===== src/rtl/writeback_ctrl.sv =====
// writeback_ctrl: single write-port initiator for the register file.
// Takes one retiring instruction, waits for load data when needed,
// aligns/extends sub-word loads, picks the destination register and
// issues a one-cycle write strobe with registered address/data.
module writeback_ctrl #(
  parameter int DATA_W = 32,
  parameter int REG_AW = 5
) (
  input  logic              clk,
  input  logic              rst,
  input  logic              issue_valid,
  output logic              issue_ready,
  input  logic [5:0]        issue_opcode,
  input  logic [REG_AW-1:0] issue_rt,
  input  logic [REG_AW-1:0] issue_rd,
  input  logic [DATA_W-1:0] issue_pc,
  input  logic [DATA_W-1:0] issue_alu,
  input  logic              issue_reg_write,
  input  logic              issue_rt_rd,
  input  logic [1:0]        issue_byte_off,
  input  logic              mem_rvalid,
  input  logic [DATA_W-1:0] mem_rdata,
  output logic              wr_en,
  output logic [REG_AW-1:0] wr_addr,
  output logic [DATA_W-1:0] wr_data,
  output logic              busy
);

  typedef enum logic [1:0] {
    IDLE      = 2'd0,
    LOAD_WAIT = 2'd1,
    COMMIT    = 2'd2
  } state_t;

  localparam logic [5:0] OP_JAL = 6'b000011;
  localparam logic [5:0] OP_LB  = 6'b100000;
  localparam logic [5:0] OP_LH  = 6'b100001;
  localparam logic [5:0] OP_LW  = 6'b100011;
  localparam logic [5:0] OP_LBU = 6'b100100;
  localparam logic [5:0] OP_LHU = 6'b100101;

  localparam logic [REG_AW-1:0] REG_ZERO = {REG_AW{1'b0}};
  localparam logic [REG_AW-1:0] REG_RA   = {REG_AW{1'b1}};
  localparam logic [DATA_W-1:0] PC_STEP  = {{(DATA_W-3){1'b0}}, 3'd4};

  // Selects the addressed lane/halfword of a load word and extends it to
  // a full register; the register is always overwritten in full.
  function automatic logic [DATA_W-1:0] extract_load(
    input logic [5:0]        op,
    input logic [1:0]        off,
    input logic [DATA_W-1:0] rdata
  );
    logic [7:0]        byte_v;
    logic [15:0]       half_v;
    logic [DATA_W-1:0] res_v;
    case (off)
      2'd0:    byte_v = rdata[7:0];
      2'd1:    byte_v = rdata[15:8];
      2'd2:    byte_v = rdata[23:16];
      2'd3:    byte_v = rdata[31:24];
      default: byte_v = rdata[7:0];
    endcase
    // off[0] is irrelevant for halfwords: only aligned halves are selected
    half_v = off[1] ? rdata[31:16] : rdata[15:0];
    case (op)
      OP_LB:   res_v = {{(DATA_W-8){byte_v[7]}}, byte_v};
      OP_LBU:  res_v = {{(DATA_W-8){1'b0}}, byte_v};
      OP_LH:   res_v = {{(DATA_W-16){half_v[15]}}, half_v};
      OP_LHU:  res_v = {{(DATA_W-16){1'b0}}, half_v};
      OP_LW:   res_v = rdata;
      default: res_v = rdata;
    endcase
    return res_v;
  endfunction

  state_t            state_r, state_next_s;
  logic [5:0]        ld_op_r, ld_op_next_s;
  logic [REG_AW-1:0] ld_dest_r, ld_dest_next_s;
  logic [1:0]        ld_off_r, ld_off_next_s;
  logic              wr_en_r, wr_en_next_s;
  logic [REG_AW-1:0] wr_addr_r, wr_addr_next_s;
  logic [DATA_W-1:0] wr_data_r, wr_data_next_s;
  logic              is_load_s;
  logic [REG_AW-1:0] alu_dest_s;

  // Opcode classification and destination choice for non-jal writers
  always_comb begin
    is_load_s  = 1'b0;
    alu_dest_s = issue_rt_rd ? issue_rt : issue_rd;
    case (issue_opcode)
      OP_LB, OP_LH, OP_LW, OP_LBU, OP_LHU: is_load_s = 1'b1;
      default:                             is_load_s = 1'b0;
    endcase
  end

  // Next-state and next-output logic; write strobe is prepared one edge
  // ahead so wr_en is high exactly while the FSM sits in COMMIT
  always_comb begin
    state_next_s   = state_r;
    ld_op_next_s   = ld_op_r;
    ld_dest_next_s = ld_dest_r;
    ld_off_next_s  = ld_off_r;
    wr_en_next_s   = 1'b0;
    wr_addr_next_s = wr_addr_r;
    wr_data_next_s = wr_data_r;
    case (state_r)
      IDLE: begin
        if (issue_valid) begin
          if (issue_opcode == OP_JAL) begin
            // link write happens regardless of issue_reg_write
            state_next_s   = COMMIT;
            wr_en_next_s   = 1'b1;
            wr_addr_next_s = REG_RA;
            wr_data_next_s = issue_pc + PC_STEP;
          end else if (is_load_s) begin
            state_next_s   = LOAD_WAIT;
            ld_op_next_s   = issue_opcode;
            ld_dest_next_s = issue_rt;
            ld_off_next_s  = issue_byte_off;
          end else if (issue_reg_write) begin
            state_next_s = COMMIT;
            if (alu_dest_s != REG_ZERO) begin
              wr_en_next_s   = 1'b1;
              wr_addr_next_s = alu_dest_s;
              wr_data_next_s = issue_alu;
            end else begin
              wr_en_next_s = 1'b0;
            end
          end else begin
            // consumed with no register effect
            state_next_s = IDLE;
          end
        end else begin
          state_next_s = IDLE;
        end
      end
      LOAD_WAIT: begin
        if (mem_rvalid) begin
          state_next_s = COMMIT;
          if (ld_dest_r != REG_ZERO) begin
            wr_en_next_s   = 1'b1;
            wr_addr_next_s = ld_dest_r;
            wr_data_next_s = extract_load(ld_op_r, ld_off_r, mem_rdata);
          end else begin
            wr_en_next_s = 1'b0;
          end
        end else begin
          state_next_s = LOAD_WAIT;
        end
      end
      COMMIT: begin
        state_next_s = IDLE;
        wr_en_next_s = 1'b0;
      end
      default: begin
        state_next_s = IDLE;
        wr_en_next_s = 1'b0;
      end
    endcase
  end

  // State, captured load context and registered write-port outputs
  always_ff @(posedge clk) begin
    if (rst) begin
      state_r   <= IDLE;
      ld_op_r   <= 6'd0;
      ld_dest_r <= REG_ZERO;
      ld_off_r  <= 2'd0;
      wr_en_r   <= 1'b0;
      wr_addr_r <= REG_ZERO;
      wr_data_r <= {DATA_W{1'b0}};
    end else begin
      state_r   <= state_next_s;
      ld_op_r   <= ld_op_next_s;
      ld_dest_r <= ld_dest_next_s;
      ld_off_r  <= ld_off_next_s;
      wr_en_r   <= wr_en_next_s;
      wr_addr_r <= wr_addr_next_s;
      wr_data_r <= wr_data_next_s;
    end
  end

  assign issue_ready = (state_r == IDLE);
  assign busy        = (state_r != IDLE);
  assign wr_en       = wr_en_r;
  assign wr_addr     = wr_addr_r;
  assign wr_data     = wr_data_r;

endmodule


===== config.mk =====
export PLATFORM = sky130hd
export DESIGN_NAME = writeback_ctrl
export DESIGN_NICKNAME = d
export VERILOG_FILES = /design/src/rtl/writeback_ctrl.sv
export SDC_FILE = /design/constraint.sdc
export NUM_CORES = 1
export LEC_CHECK = 0
export CAP_MARGIN = 25
export CORE_ASPECT_RATIO = 1.75
export CORE_MARGIN = 1
export CORE_UTILIZATION = 28
export DETAILED_ROUTE_END_ITERATION = 10
export SLEW_MARGIN = 20
export SYNTH_ARGS = -nofsm -noshare
export SYNTH_HDL_FRONTEND = slang
export SYNTH_SLANG_ARGS = --single-unit

===== constraint.sdc =====
create_clock -name clk -period 5.4 [get_ports clk]
set_input_delay 1.62 -clock clk [delete_from_list [all_inputs] [get_ports clk]]
set_output_delay 1.62 -clock clk [all_outputs]
set_load 0.1 [all_outputs]

# Word-level counts from Yosys, hierarchy flattened
# Index checks and enable logic that the tools add are counted.
# W data, S select, Z words.
[classes]
addsub = 1
eq_ne = 20
mux = 35
bitwise = 1
n_reduce_logical = 9
[op_table]
columns = ["operator", "count"]
rows = [
  ["$mux W32", 7],
  ["$pmux W32 S4", 1],
  ["$pmux W32 S2", 1],
  ["$eq A6 B6 Y1 const B", 9],
  ["$mux W5", 8],
  ["$add A32 B3 Y32 const B", 1],
  ["$pmux W8 S4", 1],
  ["$mux W16", 1],
  ["$mux W2", 5],
  ["$pmux W5 S2", 1],
  ["$reduce_bool A5 Y1", 2],
  ["$mux W1", 8],
  ["$reduce_and A7 Y1", 1],
  ["$eq A6 B2 Y1 const B", 1],
  ["$ne A2 B2 Y1 const B", 3],
  ["$ne A3 B1 Y1 const B", 2],
  ["$reduce_or A5 Y1", 1],
  ["$eq A2 B1 Y1 const B", 2],
  ["$eq A2 B2 Y1 const B", 2],
  ["$logic_not A2 Y1", 2],
  ["$pmux W2 S2", 1],
  ["$reduce_and A4 Y1", 1],
  ["$reduce_bool A2 Y1", 2],
  ["$ne A3 B2 Y1 const B", 1],
  ["other kinds (2)", 2],
]
[word_totals]
register_bits = 53
in_bits = 120
out_inout_bits = 40
wordCells = 73

# Logic depth before layout (Yosys ltp)
[logic_depth]
depth_word = 8
mapped_depth = 9
mapped_depth_nobuf = 7

# Worst setup path before layout
# OpenSTA, ideal clock, no wires.
[synth_path]
kind = "register -> output"
from = "register state_r[1]"
to = "output busy"
arrival_ps = 1914
path_slack_ps = 1866
path_stages_with_launch = 3
path_buffers = 0
cell_sequence = "dfxtp_1 > nor2_2 > inv_1"
[synth_between]
elab_chain_cells = 1
[synth_lines]
columns = ["element", "line", "source"]
rows = [
  ["from (decl)", "76", "state_t state_r, state_next_s;"],
  ["from (signal assigned)", "173", "state_r <= state_next_s;"],
  ["$reduce_bool A2 Y1", "184", "assign busy = (state_r != IDLE);"],
  ["to (decl)", "26", "output logic busy"],
]
# No other way between the ends.

# Worst setup path in the final report
[layout_path]
from = "input issue_opcode[5]"
to = "register wr_data_r[20] (netlist: wr_data[20])"
[layout_between]
elab_chain_cells = 5
elab_cells_between_ends = 15
[layout_lines]
columns = ["element", "line", "source"]
rows = [
  ["from (decl)", "13", "input logic [5:0] issue_opcode,"],
  ["$eq A6 B6 Y1", "90", "case (issue_opcode)"],
  ["$reduce_or A5 Y1", "90", ""],
  ["$mux W1", "90", ""],
  ["$ne A3 B2 Y1 (no line)", "n/a", ""],
  ["$reduce_and A7 Y1 (no line)", "n/a", ""],
  ["to (signal assigned)", "171", "wr_data_r <= {DATA_W{1'b0}};"],
  ["to (signal assigned)", "179", "wr_data_r <= wr_data_next_s;"],
  ["to (decl)", "82", "logic [DATA_W-1:0] wr_data_r, wr_data_next_s;"],
]
# Parallel ways exist; a longest one is shown, timed or not. The select of a mux whose other input is x is not followed.
# A chain may end at the register's enable or synchronous reset.

==> flow_metrics.env <==
export IMPL_swShare_pct=35.82
export IMPL_slew_headroom_pct=31.88
export IMPL_clk_pin_slew_worst_paths_ns=0.07
export IMPL_hold_path_cell_count=2
export IMPL_routed_wl_um=16130
export IMPL_synth_edff_count=0
export IMPL_antenna_cells=0
export IMPL_final_cell_mix="clkdlybuf4s50_1, nand2_1, dfxtp_1"
export IMPL_max_freq_mhz=260.9
export IMPL_die_y_um=159.8
export IMPL_die_area_sq_mm=0.01474
export IMPL_final_common_cell="clkdlybuf4s50_1"
export IMPL_yosys_area_share_simple_pct=31.23
export IMPL_cts_tree="yes"
export IMPL_syn_area_sq_mm=0.003986
export IMPL_cp_end_kind="flip-flop"
export IMPL_dp_slack_ns=1.326
export IMPL_power_density_mw_per_mm2=201.4
export IMPL_antenna_found_initial=0
export IMPL_worstMarginPinSlew_ns=1.019
export IMPL_dp_hpwl_um=12710
export IMPL_internal_power_uw=752.8
export IMPL_dp_cells=848
export IMPL_syn2layout_area_growth_pct=46.11
export IMPL_p_sw_uw=420.1
export IMPL_fin_crit_ns=3.833
export IMPL_status="complete, no violations"
export IMPL_cts_sinks=53
export IMPL_finalPower_mw=1.173
export IMPL_track_usage_pct=21.78
export IMPL_vias_per_cell=5.485
export IMPL_dpl_cell_area_sq_mm=0.005648
export IMPL_synth_warnings=0
export IMPL_core_sq_mm=0.01391
export IMPL_drc=0
export IMPL_portBuffers=159
export IMPL_die_w_um=92.20
export IMPL_final_setup_worst_slack_ns=1.567
export IMPL_drive_above_1_share_pct=7.206
export IMPL_routedWlPerCell_um=18.82
export IMPL_finalCritPeriodShare_pct=70.98
export IMPL_hp_start="wr_data[17]"
export IMPL_p_seq_share_pct=35.9
export IMPL_startpoint="issue_opcode[5]"
export IMPL_leakagePower_nw=2.003
export IMPL_fin_nets=800
export IMPL_cts_buffers=5
export IMPL_clockBufferDepth=2
export IMPL_synth_top_flop_cell="dfxtp_1"
export IMPL_synth_compound_area_share_pct=25.39
export IMPL_hold_violations=0
export IMPL_rr_endpoint="wr_data[13]"
export IMPL_grt_max_degree=55
export IMPL_synth_seq_area_share_pct=26.62
export IMPL_cp_start_kind="primary input"
export IMPL_grt_pass1_wl_um=24850
export IMPL_cts_htree_levels=2
export IMPL_synthArstFlopShare_pct=0
export IMPL_final_fill_count=1422
export IMPL_rsz0062_at_grt="false"
export IMPL_drt_pass1_iterations=5
export IMPL_reg2regPathDepth=6
export IMPL_timing_rr_start="ld_op_r[0]"
export IMPL_synth_nets=662
export IMPL_slew_viol_final=0
export IMPL_gp_congestion=0.9316
export IMPL_clockRootBuffer="clkbuf_16"
export IMPL_cap_viol_max_count=0
export IMPL_grt_overflow_total=0
export IMPL_cp_arrival_ns=4.03
export IMPL_post_cts_buffers=0
export IMPL_post_cts_resized=0
export IMPL_vdd_ir_drop_max_mv=0.1096
export IMPL_rrSetupSlack_ns=3.02
export IMPL_clk_latency_ns=0.30
export IMPL_synth_adder_area_share_pct=0.3139
export IMPL_p_comb_share_pct=34.5
export IMPL_path_max_fanout=16
export IMPL_drt_initial_drc_count=296
export IMPL_fin_setup_tns_ns=0
export IMPL_crit_required_ns=5.60
export IMPL_vias=4701
export IMPL_ios=160
export IMPL_grt_pass1_vias=4711
export IMPL_synth_xor_area_share_pct=3.735
export IMPL_final_core_util_pct=41.88
export IMPL_ys_ff_latch=53
export IMPL_stdcell_area_sq_mm=0.005824
export IMPL_antenna_left=0
export IMPL_instances_no_fill=857
export IMPL_cts_hold_buf=0
export IMPL_clkPwrFrac_pct=29.6
export IMPL_setup_viol=0
export IMPL_whs_ns=0.4536
export IMPL_worstSetupPathType="in2reg"
export IMPL_start_util_pct=28.66
export IMPL_hold_end="wr_data[17]"
export IMPL_synth_avg_cell_area_sq_um=7.368
export IMPL_row_count=57
export IMPL_synthCells=541
export IMPL_synth_top_family_by_area="simple AND/OR/NAND/NOR gates"
export IMPL_finClkSkew_ns=0.006241
export IMPL_yosys_mux_area_fraction_pct=5.807
export IMPL_synth_cell_types=70
export IMPL_hold_path_class="reg2reg"
-- logic make-up after synthesis --
group	count (synthesis)
AO/OA/AOI/OAI	147
XOR/XNOR	17
adder cells (fa/ha/maj)	1
buffers and inverters	50
flip-flops	53
multiplexers	23
AND/OR/NAND/NOR	250
-- power groups by stage --
stage | clock, mW | sequential [mW] | combinational, mW
floorplan | 0 | 0.540 | 0.122
global placement | 0 | 0.430 | 0.401
detailed placement | 0 | 0.431 | 0.402
CTS | 0.350 | 0.421 | 0.403
global route | 0.368 | 0.423 | 0.427
finish | 0.347 | 0.421 | 0.405
-- critical path, stage by stage --
cell	delay, ns
clkdlybuf4s50_1	0.47
nor4b_2	0.51
nand2_1	0.47
nor2_1	0.54
nand3_1	0.16
a31o_2	0.26
-- area by class of cell --
cell class	instances	area [sq um]	share of cell area, %
multi-input cells	438	2659	45.65
well taps	177	221.5	3.802
repair buffers	171	1689	29.00
clock inverters	2	17.52	0.3008
inverters	10	37.54	0.6445
flip-flops and latches	53	1061	18.22
clock buffers	6	138.9	2.385
-- state kept, by name (all words and copies together), names as in the netlist --
register and count:
ld_dest_r 5, ld_off_r 2, ld_op_r 6, state_r 2, wr_addr 5, wr_data 32
wr_en 1
-- synth_stat cells, types with 5 or more instances --
| master | n | share of area, % |
|---|---|---|
| buf_2 | 12 | 1.5 |
| nor4_1 | 7 | 1.1 |
| inv_1 | 10 | 0.94 |
| a22oi_1 | 9 | 1.7 |
| clkbuf_1 | 18 | 1.7 |
| nor2_1 | 41 | 3.9 |
| o211ai_1 | 19 | 3.6 |
| nor3_1 | 23 | 2.9 |
| mux2i_1 | 22 | 5.5 |
| dfxtp_1 | 53 | 27 |
| nand4_1 | 11 | 1.7 |
| o21ai_0 | 13 | 1.6 |
| nand3_1 | 27 | 3.4 |
| xnor2_1 | 13 | 2.9 |
| o2bb2ai_1 | 8 | 1.8 |
| nand2_1 | 99 | 9.3 |
| a21oi_1 | 51 | 6.4 |
| o22ai_1 | 7 | 1.1 |
| a211oi_1 | 5 | 0.94 |
-- metal layers --
layer | track usage [%] | wire length (um)
met4 | 12.36 | 806
met5 | 0 | 0
met1 | 23.90 | 5977
met3 | 2.667 | 970
met2 | 39.55 | 8376
-- worst max-delay path by stage --
stage             endpoint  slack [ns]
2_1_floorplan         busy        1.87
3_3_place_gp   wr_data[20]        1.38
3_5_place_dp   wr_data[20]        1.33
4_1_cts        wr_data[20]        1.64
5_1_grt        wr_data[20]        1.45
6_report       wr_data[20]        1.57
(Power assumes the default switching activity.)
==> RTL change, RTL diff (same flow settings) <==
Change the parameter `REG_AW` from 5 to 4.
--- a/src/rtl/writeback_ctrl.sv
+++ b/src/rtl/writeback_ctrl.sv
@@ -5,5 +5,5 @@
 module writeback_ctrl #(
   parameter int DATA_W = 32,
-  parameter int REG_AW = 5
+  parameter int REG_AW = 4
 ) (
   input  logic              clk,
Interface: changed (resized issue_rd, issue_rt and wr_addr); port bits go from 160 to 157. The function was not compared with the original's and may differ.
==> RTL change against the original RTL <==
Area after synthesis decreased by 5.1%. Wire length increased by 4.0%. Largest power group unchanged. Critical path type unchanged. Synthesized cell count decreased by 2.8%. First-iteration DRC count decreased by 0.34%. Utilization increased by 1.4 points. Power increased by 1.3%. Global-route usage increased by 1.7 points. Setup slack got worse by 0.060 ns. Sequential cell count decreased by 2. Cell area decreased by 2.8%.
==> RTL change: results (changes against the original RTL) <==
[outcome]
status=finished clean

[synthesis]
yosys-top-cells-count=nand2_1 (73), dfxtp_1 (51), nor2_1 (50)
synthCells=526  ; -2.8%
synthXorXnorAreaFrac=0.0440  ; +0.00662
synth_seq_area_share=0.270  ; +0.00359
synth_area_leaders=dfxtp_1 (27%), nand2_1 (7.2%), nand3_1 (6.2%)
muxShareOfSynthArea=0.0598  ; +0.00177
synth_adder_area_share=0.00331  ; +0.000167
synthesis.nets=645  ; -2.6%
synth_compound_area_frac=0.240  ; -0.0136

[timing]
tightest_slew_ns=0.984  ; -0.0345 ns
fin_crit_ns=3.89  ; +0.0599 ns

[critical_path]
timing.rr.end=wr_data[22]
slowest_delay_ns=0.58  ; +0.04 ns
arrival_ns=4.06  ; +0.03 ns
timing.rr.start=ld_off_r[1]
worstSetupStartpoint=issue_rt_rd

[min_path]
hold_end=wr_addr[1]
min_from=wr_addr[1]

[placed_design]
place_ws_ns=0.956  ; -0.371 ns
port_buffers=156  ; -1.9%
hpwlAfterDp_um=13400  ; +5.3%
gp_congestion=0.894  ; -4.0%

[power_and_ir_drop]
ir_worst_vdd_mv=0.169  ; +54%
p_leak_nw=1.99  ; -0.55%

[route]
totalWireLength_um=16800  ; +4.0%
drtIter0Drc=295  ; -0.34%
wl_per_cell_um=20.1  ; +7.0%
routed_via_density=5.50  ; +0.23%

[grt]
first_global_vias=4570  ; -3.0%
grt_pass1_wl_um=25000  ; +0.58%
globalRouteTotalUtil=0.235  ; +0.0167
grt_max_degree=38  ; -31%

[layout]
fin_nets=780  ; -2.5%
drive_above_1_share=0.0559  ; -0.0162

RTL change: cell types whose count changed after synthesis, sizes merged, moves of 9 or more:
cell   delta
nand3    +20
nand2    -26
o21ai    +23
buf       -9
a22oi    -10
a21oi    -13
RTL change: routing by layer:
metal / GRT usage / routed length (um)
met1: 0.229 / 5980
met2: 0.459 / 9040
met3: 0.0249 / 687
met4: 0.159 / 1060
met5: 0 / 0
RTL change: layout make-up:
| class | count | area (sq um) |
|---|---|---|
| inverter | 10 | 37.5 |
| clock inverter | 3 | 46.3 |
| tap | 171 | 214 |
| clock buffer | 5 | 125 |
| timing repair buffer | 165 | 1650 |
| fill | 1361 | 7410 |
| sequential | 51 | 1020 |
| multi-input combinational | 428 | 2570 |
RTL change: power breakdown:
group / internal [mW] / switching, mW
clock network: 0.221 / 0.154
registers: 0.394 / 0.0150
logic: 0.153 / 0.250
total: 0.768 / 0.419
